[src/rtl/cavlc_bitstream_packer_pkg.sv]
// ----------------------------------------------------------------------------
// cavlc_bitstream_packer_pkg
// Shared definitions for the CAVLC bitstream packer: default widths and the
// packer FSM state encoding.
// ----------------------------------------------------------------------------
package cavlc_bitstream_packer_pkg;

    localparam int PKR_CODE_W = 16;   // max codeword width
    localparam int PKR_LEN_W  = 5;    // width of code_len
    localparam int PKR_ACC_W  = 32;   // packing accumulator width (>= 2*CODE_W)

    typedef enum logic [1:0] {
        PACK_RUN         = 2'd0,
        PACK_FLUSH_STOP  = 2'd1,
        PACK_FLUSH_DRAIN = 2'd2,
        PACK_DONE        = 2'd3
    } pack_state_e;

endpackage

[src/rtl/cavlc_bitstream_packer_epb.sv]
// ----------------------------------------------------------------------------
// cavlc_bitstream_packer_epb
// Emulation-prevention stage on the packed byte stream (valid/ready in and
// out). Counts consecutive popped zero bytes; after two of them, a following
// byte <= 0x03 is held back and 0x03 is presented in its place. The held byte
// goes out on the next handshake. Only compiled when CAVLC_PACKER_EPB_EN is
// defined.
// Ports:
//   clk_i, reset_i         clock, synchronous active-high reset
//   in_valid_i/in_data_i   byte from the packer core
//   in_ready_o             core byte is consumed this cycle
//   out_valid_o/out_data_o byte towards the NAL FIFO
//   out_ready_i            downstream accepts byte
// ----------------------------------------------------------------------------
`ifdef CAVLC_PACKER_EPB_EN
module cavlc_bitstream_packer_epb (
    input  logic       clk_i,
    input  logic       reset_i,
    input  logic       in_valid_i,
    input  logic [7:0] in_data_i,
    output logic       in_ready_o,
    output logic       out_valid_o,
    output logic [7:0] out_data_o,
    input  logic       out_ready_i
);

    localparam logic [7:0] EPB_BYTE = 8'h03;

    logic [1:0] zrun_q, zrun_d;
    logic       insert;

    assign insert      = in_valid_i && (zrun_q == 2'd2) && (in_data_i <= EPB_BYTE);
    assign out_valid_o = in_valid_i;
    assign out_data_o  = insert ? EPB_BYTE : in_data_i;
    assign in_ready_o  = out_ready_i && !insert;

    always_comb begin
        zrun_d = zrun_q;
        if (out_valid_o && out_ready_i) begin
            if (insert) begin
                zrun_d = 2'd0;
            end else if (in_data_i == 8'h00) begin
                zrun_d = (zrun_q == 2'd3) ? 2'd3 : zrun_q + 2'd1;
            end else begin
                zrun_d = 2'd0;
            end
        end
    end

    always_ff @(posedge clk_i) begin
        if (reset_i) begin
            zrun_q <= 2'd0;
        end else begin
            zrun_q <= zrun_d;
        end
    end

endmodule
`endif

[src/rtl/cavlc_bitstream_packer.sv]
// ----------------------------------------------------------------------------
// cavlc_bitstream_packer
// Encoder-side bit writer. Packs right-aligned {code,len} codewords MSB-first
// into an RBSP byte stream and, on flush request, closes the NAL with
// rbsp_trailing_bits (stop bit + zero pad to a byte boundary) and drains.
// Optional emulation prevention: define CAVLC_PACKER_EPB_EN.
// Ports:
//   clk_i, reset_i     clock, synchronous active-high reset
//   code_valid_i       codeword present
//   code_ready_o       codeword accepted this cycle
//   code_bits_i        codeword, right-aligned (bit len-1 sent first)
//   code_len_i         codeword length 0..CODE_W (larger clamps + len_err)
//   flush_req_i        level request: stop bit + align + drain
//   flush_done_o       one-cycle pulse, flush complete
//   byte_valid_o/byte_data_o/byte_ready_i   output byte stream
//   bits_written_o     code bits accepted since reset / last flush_done
//   len_err_o          sticky oversize code_len seen
//
//   state            | meaning
//   PACK_RUN         | accepting codewords, popping full bytes
//   PACK_FLUSH_STOP  | waiting for room, then append '1' and pad to a byte
//   PACK_FLUSH_DRAIN | popping remaining bytes until accumulator empty
//   PACK_DONE        | flush_done pulse, clear bit counter
// ----------------------------------------------------------------------------
module cavlc_bitstream_packer
    import cavlc_bitstream_packer_pkg::*;
#(
    parameter int CODE_W = PKR_CODE_W,
    parameter int LEN_W  = PKR_LEN_W,
    parameter int ACC_W  = PKR_ACC_W
) (
    input  logic              clk_i,
    input  logic              reset_i,
    input  logic              code_valid_i,
    output logic              code_ready_o,
    input  logic [CODE_W-1:0] code_bits_i,
    input  logic [LEN_W-1:0]  code_len_i,
    input  logic              flush_req_i,
    output logic              flush_done_o,
    output logic              byte_valid_o,
    input  logic              byte_ready_i,
    output logic [7:0]        byte_data_o,
    output logic [31:0]       bits_written_o,
    output logic              len_err_o
);

    localparam int FILL_W = $clog2(ACC_W + 1);

    pack_state_e       state_q, state_d;
    logic [ACC_W-1:0]  acc_q, acc_d, acc_pop, code_ext, stop_bit;
    logic [FILL_W-1:0] fill_q, fill_d, fill_pop, place_sh;
    logic [31:0]       bits_q, bits_d;
    logic              len_err_q, len_err_d;
    logic [LEN_W-1:0]  len_eff;
    logic [CODE_W-1:0] code_mask;
    logic              accept, len_over;
    logic              core_valid, core_ready, core_pop;
    logic [7:0]        core_data;

    // ---------------- byte side ----------------
    assign core_valid = (fill_q >= FILL_W'(8));
    assign core_data  = acc_q[ACC_W-1 -: 8];
    assign core_pop   = core_valid && core_ready;

`ifdef CAVLC_PACKER_EPB_EN
    cavlc_bitstream_packer_epb u_epb (
        .clk_i       (clk_i),
        .reset_i     (reset_i),
        .in_valid_i  (core_valid),
        .in_data_i   (core_data),
        .in_ready_o  (core_ready),
        .out_valid_o (byte_valid_o),
        .out_data_o  (byte_data_o),
        .out_ready_i (byte_ready_i)
    );
`else
    assign byte_valid_o = core_valid;
    assign byte_data_o  = core_data;
    assign core_ready   = byte_ready_i;
`endif

    assign acc_pop  = core_pop ? (acc_q << 8) : acc_q;
    assign fill_pop = core_pop ? (fill_q - FILL_W'(8)) : fill_q;

    // ---------------- code side ----------------
    // Room check uses the current fill so ready never depends on this cycle's pop.
    assign code_ready_o = !reset_i && (state_q == PACK_RUN) && !flush_req_i &&
                          (fill_q <= FILL_W'(ACC_W - CODE_W));
    assign accept       = code_valid_i && code_ready_o;
    assign len_over     = (code_len_i > LEN_W'(CODE_W));
    assign len_eff      = len_over ? LEN_W'(CODE_W) : code_len_i;

    // At len == CODE_W the shift wraps to zero, so the minus one gives all ones.
    assign code_mask = code_bits_i & ((CODE_W'(1) << len_eff) - CODE_W'(1));
    // Lands the codeword MSB just below the bits still pending after any pop;
    // a zero-length code shifts by ACC_W and contributes nothing.
    assign place_sh  = FILL_W'(ACC_W) - fill_pop - FILL_W'(len_eff);
    assign code_ext  = ACC_W'(code_mask) << place_sh;
    assign stop_bit  = {1'b1, {(ACC_W-1){1'b0}}} >> fill_pop;

    always_comb begin
        state_d   = state_q;
        acc_d     = acc_pop;
        fill_d    = fill_pop;
        bits_d    = bits_q;
        len_err_d = len_err_q;
        case (state_q)
            PACK_RUN: begin
                if (accept) begin
                    acc_d     = acc_pop | code_ext;
                    fill_d    = fill_pop + FILL_W'(len_eff);
                    bits_d    = bits_q + 32'(len_eff);
                    len_err_d = len_err_q | len_over;
                end else if (flush_req_i) begin
                    state_d = PACK_FLUSH_STOP;
                end
            end
            PACK_FLUSH_STOP: begin
                if (fill_pop <= FILL_W'(ACC_W - 8)) begin
                    acc_d   = acc_pop | stop_bit;
                    // roundup8(fill + 1): an aligned fill still gains a whole 0x80 byte
                    fill_d  = (fill_pop + FILL_W'(8)) & ~FILL_W'(7);
                    state_d = PACK_FLUSH_DRAIN;
                end
            end
            PACK_FLUSH_DRAIN: begin
                if (fill_q == '0) begin
                    state_d = PACK_DONE;
                end
            end
            PACK_DONE: begin
                bits_d  = 32'd0;
                state_d = PACK_RUN;
            end
            default: state_d = PACK_RUN;
        endcase
    end

    always_ff @(posedge clk_i) begin
        if (reset_i) begin
            state_q   <= PACK_RUN;
            acc_q     <= '0;
            fill_q    <= '0;
            bits_q    <= 32'd0;
            len_err_q <= 1'b0;
        end else begin
            state_q   <= state_d;
            acc_q     <= acc_d;
            fill_q    <= fill_d;
            bits_q    <= bits_d;
            len_err_q <= len_err_d;
        end
    end

    assign flush_done_o   = (state_q == PACK_DONE);
    assign bits_written_o = bits_q;
    assign len_err_o      = len_err_q;

endmodule

[config.mk]
export PLATFORM = sky130hd
export DESIGN_NAME = cavlc_bitstream_packer
export DESIGN_NICKNAME = d
export VERILOG_FILES = /design/src/rtl/cavlc_bitstream_packer_pkg.sv /design/src/rtl/cavlc_bitstream_packer_epb.sv /design/src/rtl/cavlc_bitstream_packer.sv
export SDC_FILE = /design/constraint.sdc
export NUM_CORES = 1
export LEC_CHECK = 0
export CAP_MARGIN = 20
export CELL_PAD_IN_SITES_DETAIL_PLACEMENT = 2
export CELL_PAD_IN_SITES_GLOBAL_PLACEMENT = 2
export CORE_MARGIN = 4
export CORE_UTILIZATION = 34
export CTS_BUF_LIST = sky130_fd_sc_hd__clkbuf_4
export DETAILED_ROUTE_END_ITERATION = 6
export PLACE_DENSITY_LB_ADDON = 0.1
export REMOVE_ABC_BUFFERS = 1
export SLEW_MARGIN = 40
export SYNTH_ARGS = -nofsm -noshare
export SYNTH_HDL_FRONTEND = slang
export SYNTH_HIERARCHICAL = 1
export SYNTH_SLANG_ARGS = --single-unit
[constraint.sdc]
create_clock -name clk_i -period 4.66 [get_ports clk_i]
set_input_delay 0.466 -clock clk_i [delete_from_list [all_inputs] [get_ports clk_i]]
set_output_delay 0.466 -clock clk_i [all_outputs]
set_load 0.03 [all_outputs]
==> impl_metrics.ini, run 1 <==
[outcome]
status = complete, no violations

[final_layout]
drive_above_1_share_pct = 8.50
area_delta_synth_final_pct = 18.1
regArea_um2 = 1460
final_util_pct = 40.9
nets = 909
multi_input_area_um2 = 4120
fill_cells = 2016

[detailed_routing]
drt_wl_total_um = 24600
detail-route-antenna-nets = 0
first_pass_iters = 5
avgRoutedWirePerCell_um = 22.7
drt_iter0_markers = 371
num_vias = 6472
via_per_inst = 5.96
drc = 0

[critical_path]
start_kind = flip-flop
cp-end-kind = flip-flop
path_class = flip-flop to flip-flop
worst-path-max-fanout = 10
worst-endpoint-required_ns = 5.06
crit_arrival_ns = 4.76

[place]
place_ws_ns = 0.205
place_congestion = 0.896
io_buffers = 69
hpwl_um = 18800

[logic_synthesis]
synth_area_leaders = dfxtp_1 24%, nor2_1 5.5%, ha_1 5.2%
yosysTopAreaCell = dfxtp_1
async_flop_share_pct = 0
ys_types = 78
ys_ff_latch = 73
synthFlopType = dfxtp_1
syn-cell-area_um2 = 5980
ys_warn_count = 6
syn_area_per_cell_um2 = 7.46
ys_seq_area_share_pct = 24.4
synth_edf_count = 0
synthCells = 802
yosysTopAreaCellShare_pct = 24.4

[power_and_ir_drop]
power-per-cell-area_nw_per_um2 = 475
finalPower_mw = 3.36
switchingPower_mw = 1.79
comb_power_share_pct = 65.0
p_int_mw = 1.56
ir_drop_mv = 0.397
p_seq_share_pct = 22.8
p_sw_share_pct = 53.4
clockPowerShare_pct = 12.2
power_leakage_nw = 2.49

[timing]
setup_tns_ns = 0
setup_slack_ns = 0.306
finalCritPeriodShare_pct = 93.4
hold_violations = 0
setup_viol = 0
timing.fmax_mhz = 230
tightest_slew_ns = 0.722
finalClockSkew_ns = 0.0225
slew_headroom_pct = 51.4
fin_crit_ns = 4.35
maxSlewViolCount = 0
rsz0062_at_grt = false

[global_route]
gr-usage-met1_pct = 34.4
grt_max_degree = 44
grt_pass1_vias = 6947
grt_usage_pct = 24.7
overflow = 0
grt_first_pass_wirelength_um = 39600
grt_busiest_layer = met2
use_met3_pct = 3.39
use_met2_pct = 40.7
grt_antenna_before_repair = 1

[floorplan]
die-area_um2 = 19800
start_util_pct = 34.6
rows = 48
io_pins = 70
die_x_um = 141
die_y_um = 141
core_um2 = 17300

[clock_network]
cts_buffer_depth = 2
cts_root_buffer = clkbuf_4
clk_pin_slew_worst_paths_ns = 0.14
clock_sinks = 73
numCtsBuffers = 9
ctsHoldBuffers = 0
cts_tree = done
htreeDepth = 3
clk_latency_ns = 0.47

[worst_hold_path]
hp-class = flip-flop to flip-flop

[flow_run]
drv_cap = 0
-- through the flow --
step,std cells,cell area (um^2),hold WS [ns]
2_1_floorplan,740,5700,0.431
3_3_place_gp,1068,6930,0.453
3_5_place_dp,1068,6930,0.452
4_1_cts,1084,7060,0.470
5_1_grt,1085,7070,0.495
6_report,1085,7070,0.471
-- worst max-delay path, cell delays in order, from the launching register on --
cell	delay, ns
dfxtp_1	0.41
inv_1	0.11
ha_1	0.19
or4b_4	0.54
a31oi_4	0.38
inv_1	0.16
ha_1	0.23
ha_1	0.36
and3_1	0.21
or3_1	0.37
a211oi_1	0.29
or2_2	0.33
nand2_2	0.22
or3_1	0.37
a21oi_1	0.12
-- cells in the final DEF, fill, tap and decap left out, types with 12 or more instances in the layout --
| cell type | synthesis | layout |
|---|---|---|
| a21oi_1 | 42 | 42 |
| a31oi_1 | 17 | 17 |
| buf_4 | 8 | 34 |
| clkdlybuf4s50_1 | 0 | 69 |
| dfxtp_1 | 73 | 72 |
| ha_1 | 25 | 25 |
| inv_1 | 32 | 32 |
| mux2i_1 | 14 | 14 |
| nand2_1 | 83 | 83 |
| nand3_1 | 34 | 34 |
| nand4_1 | 12 | 12 |
| nor2_1 | 87 | 87 |
| nor2b_1 | 15 | 15 |
| nor3_1 | 30 | 30 |
| o211ai_1 | 12 | 12 |
| o21ai_0 | 31 | 31 |
| o22ai_1 | 14 | 14 |
| xnor2_1 | 26 | 25 |
-- cell usage after synthesis (4+ instances only) --
cell type,count
a21o_1,7
xor2_1,11
nand2_1,83
o22ai_1,14
nor2b_1,15
a41oi_1,4
a32oi_1,7
buf_1,8
buf_2,6
and4_1,4
or3_1,10
nor2_1,87
nor4_1,11
o2111ai_1,7
buf_4,8
dfxtp_1,73
a31oi_1,17
mux2i_1,14
nor3_1,30
fa_1,4
xnor2_1,26
a22oi_1,7
and3_1,8
nor3b_1,4
a211oi_1,9
clkbuf_1,38
mux2_2,4
ha_1,25
nand3_1,34
inv_1,32
nand2b_1,9
o31ai_1,9
o211ai_1,12
a21oi_1,42
nand4_1,12
and2_1,6
o21ai_0,31
a221oi_1,8
-- registers in the layout, indices dropped and copies added (netlist names) --
signal          cells
state_q             2
fill_q              6
bits_written_o     32
acc_q              32
len_err_o           1
-- layer usage --
metal  up-vias  routed length, um
li1       3034                  -
met1      3277              11900
met2       134              11700
met3        27                697
met4         0                329
met5         -                  0
-- final timing paths --
kind	endpoint	depth (start not counted)	startpoint	slack [ns]
hold / removal	acc_q[3]$_SDFF_PP0_	2	acc_q[3]$_SDFF_PP0_	0.47
setup / recovery	acc_q[3]$_SDFF_PP0_	14	fill_q[4]$_SDFF_PP0_	0.31
setup reg to reg	acc_q[3]$_SDFF_PP0_	14	fill_q[4]$_SDFF_PP0_	0.31
hold reg to reg	acc_q[3]$_SDFF_PP0_	2	acc_q[3]$_SDFF_PP0_	0.47
-- repair_timing --
action | 4_1_cts | 5_1_grt
gates resized for setup | 0 | 1
setup endpoints to repair | 0 | 1
setup buffers | 0 | 0
-- layout make-up --
cell class	instances	area share, %
antenna	1	0.0354
clock buffer	9	0.956
clock inverter	7	0.850
inverter	34	1.81
multi-input combinational	633	58.3
sequential	73	20.7
tap	225	3.98
timing repair buffer	103	13.4
-- power by group through the flow --
stage	sequential (mW)	clock (mW)	combinational, mW
3_5_place_dp	0.778	0	2.14
4_1_cts	0.764	0.419	2.15
5_1_grt	0.775	0.453	2.36
6_report	0.766	0.408	2.18
2_1_floorplan	0.814	0	1.26
3_3_place_gp	0.770	0	2.07
-- logic make-up after synthesis --
| group | Yosys count | synth area share [%] |
|---|---|---|
| AND/OR/NAND/NOR | 333 | 27.7 |
| AO/OA/AOI/OAI | 215 | 25.5 |
| buffers and inverters | 96 | 6.90 |
| flip-flops | 73 | 24.4 |
| XOR/XNOR | 37 | 5.42 |
| adder cells (fa/ha/maj) | 29 | 6.57 |
| multiplexers | 19 | 3.47 |
Power figures use the tool's default switching activity.
==> inputs of run 2 (changes only) <==
- CORE_UTILIZATION: 34 -> 39
- DONT_BUFFER_PORTS: default -> 1
==> run 2 against run 1 <==
Die area is 12% lower; non-clock buffer count shrank 81; critical path depth shrank 1; maximum frequency rose by 1.7%.
==> impl_metrics.ini, run 2 (same netlist as run 1, synthesis figures left out) <==
[outcome]
status = complete, no violations

[timing]
maxSlewViolCount = 0
rsz0062_at_grt = false
finalCritPeriodShare_pct = 91.9
timing.fmax_mhz = 233
tightest_slew_ns = 0.786
fin_crit_ns = 4.28
setup_tns_ns = 0
hold_violations = 0
setup_slack_ns = 0.376
finalClockSkew_ns = 0.0253
fin_hold_ws_ns = 0.0316
setup_viol = 0
slew_headroom_pct = 47.6

[global_route]
grt_antenna_before_repair = 0
overflow = 0
grt_pass1_vias = 6727
grt_first_pass_wirelength_um = 38200
grt_usage_pct = 26.9
grt_max_degree = 45

[final_layout]
drive_above_1_share_pct = 7.46
nets = 828
layout_common_cells = 87 x nor2_1, 83 x nand2_1, 73 x dfxtp_1, 42 x a21oi_1, 34 x nand3_1
antenna_cells = 0
final_common_cell = nor2_1
area_delta_synth_final_pct = 4.31

[place]
place_ws_ns = 0.488
place_congestion = 0.862
io_buffers = 0
hpwl_um = 17600

[detailed_routing]
detail-route-antenna-nets = 0
num_vias = 6230
drc = 0
avgRoutedWirePerCell_um = 24.1
drt_wl_total_um = 23300
first_pass_iters = 6
drt_iter0_markers = 353
via_per_inst = 6.45

[floorplan]
start_util_pct = 39.6
core_um2 = 15100
io_pins = 70
rows = 45
die-area_um2 = 17400
die_y_um = 132
die_x_um = 132

[flow_run]
drv_cap = 0

[clock_network]
clock_sinks = 73
htreeDepth = 3
ctsResizeCount = 0
cts_tree = done
post-cts-setup-buffers = 0
cts_buffer_depth = 2
clk_latency_ns = 0.49
numCtsBuffers = 9
clk_pin_slew_worst_paths_ns = 0.16
cts_root_buffer = clkbuf_4

[critical_path]
worst-path-max-fanout = 11
r2r-start = fill_q[3]$_SDFF_PP0_
path_class = flip-flop to flip-flop
start_kind = flip-flop
crit_arrival_ns = 4.66
worst-endpoint-required_ns = 5.04
crit_start = fill_q[3]$_SDFF_PP0_
cp-end-kind = flip-flop

[power_and_ir_drop]
finalPower_mw = 3.23
ir_drop_mv = 0.329
power-per-cell-area_nw_per_um2 = 518
power_leakage_nw = 2.18

[worst_hold_path]
hp-class = input port to flip-flop
hold_path.startpoint = reset_i
## run 2: report_power, final
group	internal, mW	leakage [nW]	total, mW	switching [mW]
Clock	0.117	0.0639	0.414	0.296
Sequential	0.698	0.590	0.821	0.123
Combinational	0.649	1.53	2.00	1.35
Total	1.46	2.18	3.23	1.77
## run 2: final timing paths
path	endpoint	slack (ns)	cells after the start
worst min register to register	acc_q[3]$_SDFF_PP0_	0.49	2
worst max register to register	acc_q[5]$_SDFF_PP0_	0.38	13
worst min-delay path	fill_q[4]$_SDFF_PP0_	0.03	1
worst max-delay path	acc_q[5]$_SDFF_PP0_	0.38	13
## run 2: layer usage
layer	vias to the layer above	track usage, %	part of all wire (%)
met5	-	0	0
met4	0	6.65	1.6
met3	29	5.31	5.7
met2	151	45.6	48
met1	3177	35.2	45
li1	2873	-	-
## run 2: per-stage QoR
stage                     cell area, um^2  instances  util, %
after floorplan                      5700        740        -
after global placement               6090        948     40.4
after detailed placement             6090        948     40.4
after CTS                            6220        964     41.2
after global routing                 6240        966     41.4
final                                6240        966     41.4
## run 2: repair_timing
action	CTS	global route
hold endpoints to repair	0	1
setup endpoints to repair	0	0
hold buffers	0	2
## run 2: cell type report
class	count	area [um^2]
Fill cell	1827	8850
Multi-Input combinational cell	633	4120
Sequential cell	73	1460
Tap cell	188	235
Timing Repair Buffer	22	170
Inverter	34	128
Clock buffer	9	67.6
Clock inverter	7	58.8
## run 2: critical path, stage by stage, from the launching register on
cell     delay, ns
dfxtp_1       0.51
ha_1          0.24
or4b_4        0.52
a31oi_4       0.26
ha_1          0.32
ha_1          0.39
and3_1        0.24
or3_1         0.37
and4_1        0.22
nor2_1        0.41
nor2_2        0.17
buf_4         0.23
a32oi_1       0.22
nor2_1        0.07
==> inputs of run 3 (changes only) <==
--- a/config.mk
+++ b/config.mk
@@ -16,4 +16,5 @@
 export PLACE_DENSITY_LB_ADDON = 0.1
 export REMOVE_ABC_BUFFERS = 1
+export SETUP_SLACK_MARGIN = 0.1
 export SLEW_MARGIN = 40
 export SYNTH_ARGS = -nofsm -noshare
==> constraint.sdc (replaced) <==
create_clock -name clk_i -period 4.66 [get_ports clk_i]
set_input_delay 0.466 -clock clk_i [delete_from_list [all_inputs] [get_ports clk_i]]
set_output_delay 0.466 -clock clk_i [all_outputs]
set_load 0.005 [all_outputs]
==> run 3 against run 2 <==
Critical path depth is the same; critical path type unchanged; total power shrank 2.0%; critical endpoint is now acc_q[16]$_SDFF_PP0_; worst hold slack lost 0.00080 ns; wire length shrank 0.26%; register-to-register slack is essentially flat.
==> impl_metrics.ini, run 3 (same netlist as run 1, synthesis figures left out) <==
[outcome]
status = complete, no violations

[worst_hold_path]
hold_path.startpoint = reset_i
hold_path_end = state_q[1]$_SDFFE_PP0P_
holdPathStages = 1
hp-class = input port to flip-flop

[timing]
setup_viol = 0
tightest_slew_ns = 0.817
setup_slack_ns = 0.374
hold_violations = 0
finalCritPeriodShare_pct = 92.0
finalClockSkew_ns = 0.0253
timing.fmax_mhz = 233
rsz0062_at_grt = false
maxSlewViolCount = 0
slew_headroom_pct = 45.3
fin_crit_ns = 4.29
setup_tns_ns = 0

[power_and_ir_drop]
finalPower_mw = 3.17
power_leakage_nw = 2.17
p_sw_share_pct = 53.8
p_seq_share_pct = 24.4
clockPowerShare_pct = 13.4
switchingPower_mw = 1.70
power-per-cell-area_nw_per_um2 = 509
comb_power_share_pct = 62.3
p_int_mw = 1.46
ir_drop_mv = 0.274

[floorplan]
rows = 45
die_y_um = 132
die_x_um = 132
io_pins = 70
start_util_pct = 39.6
die-area_um2 = 17400
core_um2 = 15100

[final_layout]
regArea_um2 = 1460
multi_input_area_um2 = 4120
final_common_cell = nor2_1
nets = 825
final_area_um2 = 6220
area_delta_synth_final_pct = 3.91
layout_common_cells = 87 x nor2_1, 82 x nand2_1, 73 x dfxtp_1, 42 x a21oi_1, 34 x nand3_1
drive_above_1_share_pct = 7.48
final_util_pct = 41.2
fill_cells = 1760
antenna_cells = 0

[critical_path]
crit_start = fill_q[3]$_SDFF_PP0_
rr_endpoint = acc_q[16]$_SDFF_PP0_
path_class = flip-flop to flip-flop
crit_arrival_ns = 4.69
worst-path-max-fanout = 11
worst-endpoint-required_ns = 5.07
r2r_setup_slack_ns = 0.37
cp-end-kind = flip-flop
ff2ff_path_depth = 13
r2r-start = fill_q[3]$_SDFF_PP0_
start_kind = flip-flop

[detailed_routing]
drt_iter0_markers = 331
detail-route-antenna-nets = 0
drc = 0
via_per_inst = 6.47
avgRoutedWirePerCell_um = 24.1
num_vias = 6227
first_pass_iters = 5
drt_wl_total_um = 23300

[global_route]
use_met3_pct = 5.73
gr-usage-met1_pct = 35.0
grt_pass1_vias = 6595
grt_busiest_layer = met2
grt_first_pass_wirelength_um = 37500
overflow = 0
grt_max_degree = 45
grt_antenna_before_repair = 1
use_met2_pct = 45.2
grt_usage_pct = 26.5

[clock_network]
clock_sinks = 73
cts_root_buffer = clkbuf_4
htreeDepth = 3
clk_latency_ns = 0.49
numCtsBuffers = 9
clk_pin_slew_worst_paths_ns = 0.16
ctsResizeCount = 0
cts_tree = done
ctsHoldBuffers = 0
cts_buffer_depth = 2
post-cts-setup-buffers = 0

[place]
hpwl_um = 17500
io_buffers = 0
place_ws_ns = 0.493
placed_cell_area_um2 = 6090
place_congestion = 0.861

[flow_run]
drv_cap = 0
run 3: power groups by stage:
stage | clock network (mW) | registers (mW) | logic [mW]
final | 0.423 | 0.772 | 1.97
after global placement | 0 | 0.781 | 1.85
after CTS | 0.425 | 0.773 | 1.94
after floorplan | 0 | 0.765 | 1.23
after detailed placement | 0 | 0.787 | 1.93
after global routing | 0.456 | 0.782 | 2.14
run 3: worst max path at each step:
stage	slack [ns]	cells after the start	endpoint
2_1_floorplan	0.64	11	acc_q[30]$_SDFF_PP0_
3_3_place_gp	0.75	12	acc_q[23]$_SDFF_PP0_
3_5_place_dp	0.49	13	acc_q[16]$_SDFF_PP0_
4_1_cts	0.45	13	acc_q[16]$_SDFF_PP0_
5_1_grt	0.11	13	acc_q[16]$_SDFF_PP0_
6_report	0.37	13	acc_q[16]$_SDFF_PP0_
run 3: layout make-up:
type / instances / share of cell area [%]
Clock buffer: 9 / 1.09
Sequential cell: 73 / 23.5
Inverter: 34 / 2.05
Clock inverter: 7 / 0.966
Tap cell: 188 / 3.78
Timing Repair Buffer: 19 / 2.29
Multi-Input combinational cell: 633 / 66.3
run 3: per-layer routing:
metal	routed length [um]	vias to the layer above
li1	-	2873
met1	10600	3180
met2	11100	150
met3	1260	22
met4	220	2
met5	13	-
run 3: critical path, cell delays in order (launching register included):
cell	delay [ns]
dfxtp_1	0.51
ha_1	0.22
or4b_4	0.51
a22oi_1	0.30
ha_1	0.32
ha_1	0.39
and3_1	0.22
or3_1	0.37
a211oi_1	0.34
nor2_1	0.19
nor2_2	0.27
buf_4	0.25
o31ai_1	0.11
o21ai_0	0.19
run 3: metrics by stage:
step	hold WS [ns]	std cells
2_1_floorplan	0.431	740
5_1_grt	0.00232	963
4_1_cts	0.0000552	963
6_report	0.0308	963
3_5_place_dp	0.468	947
3_3_place_gp	0.448	947
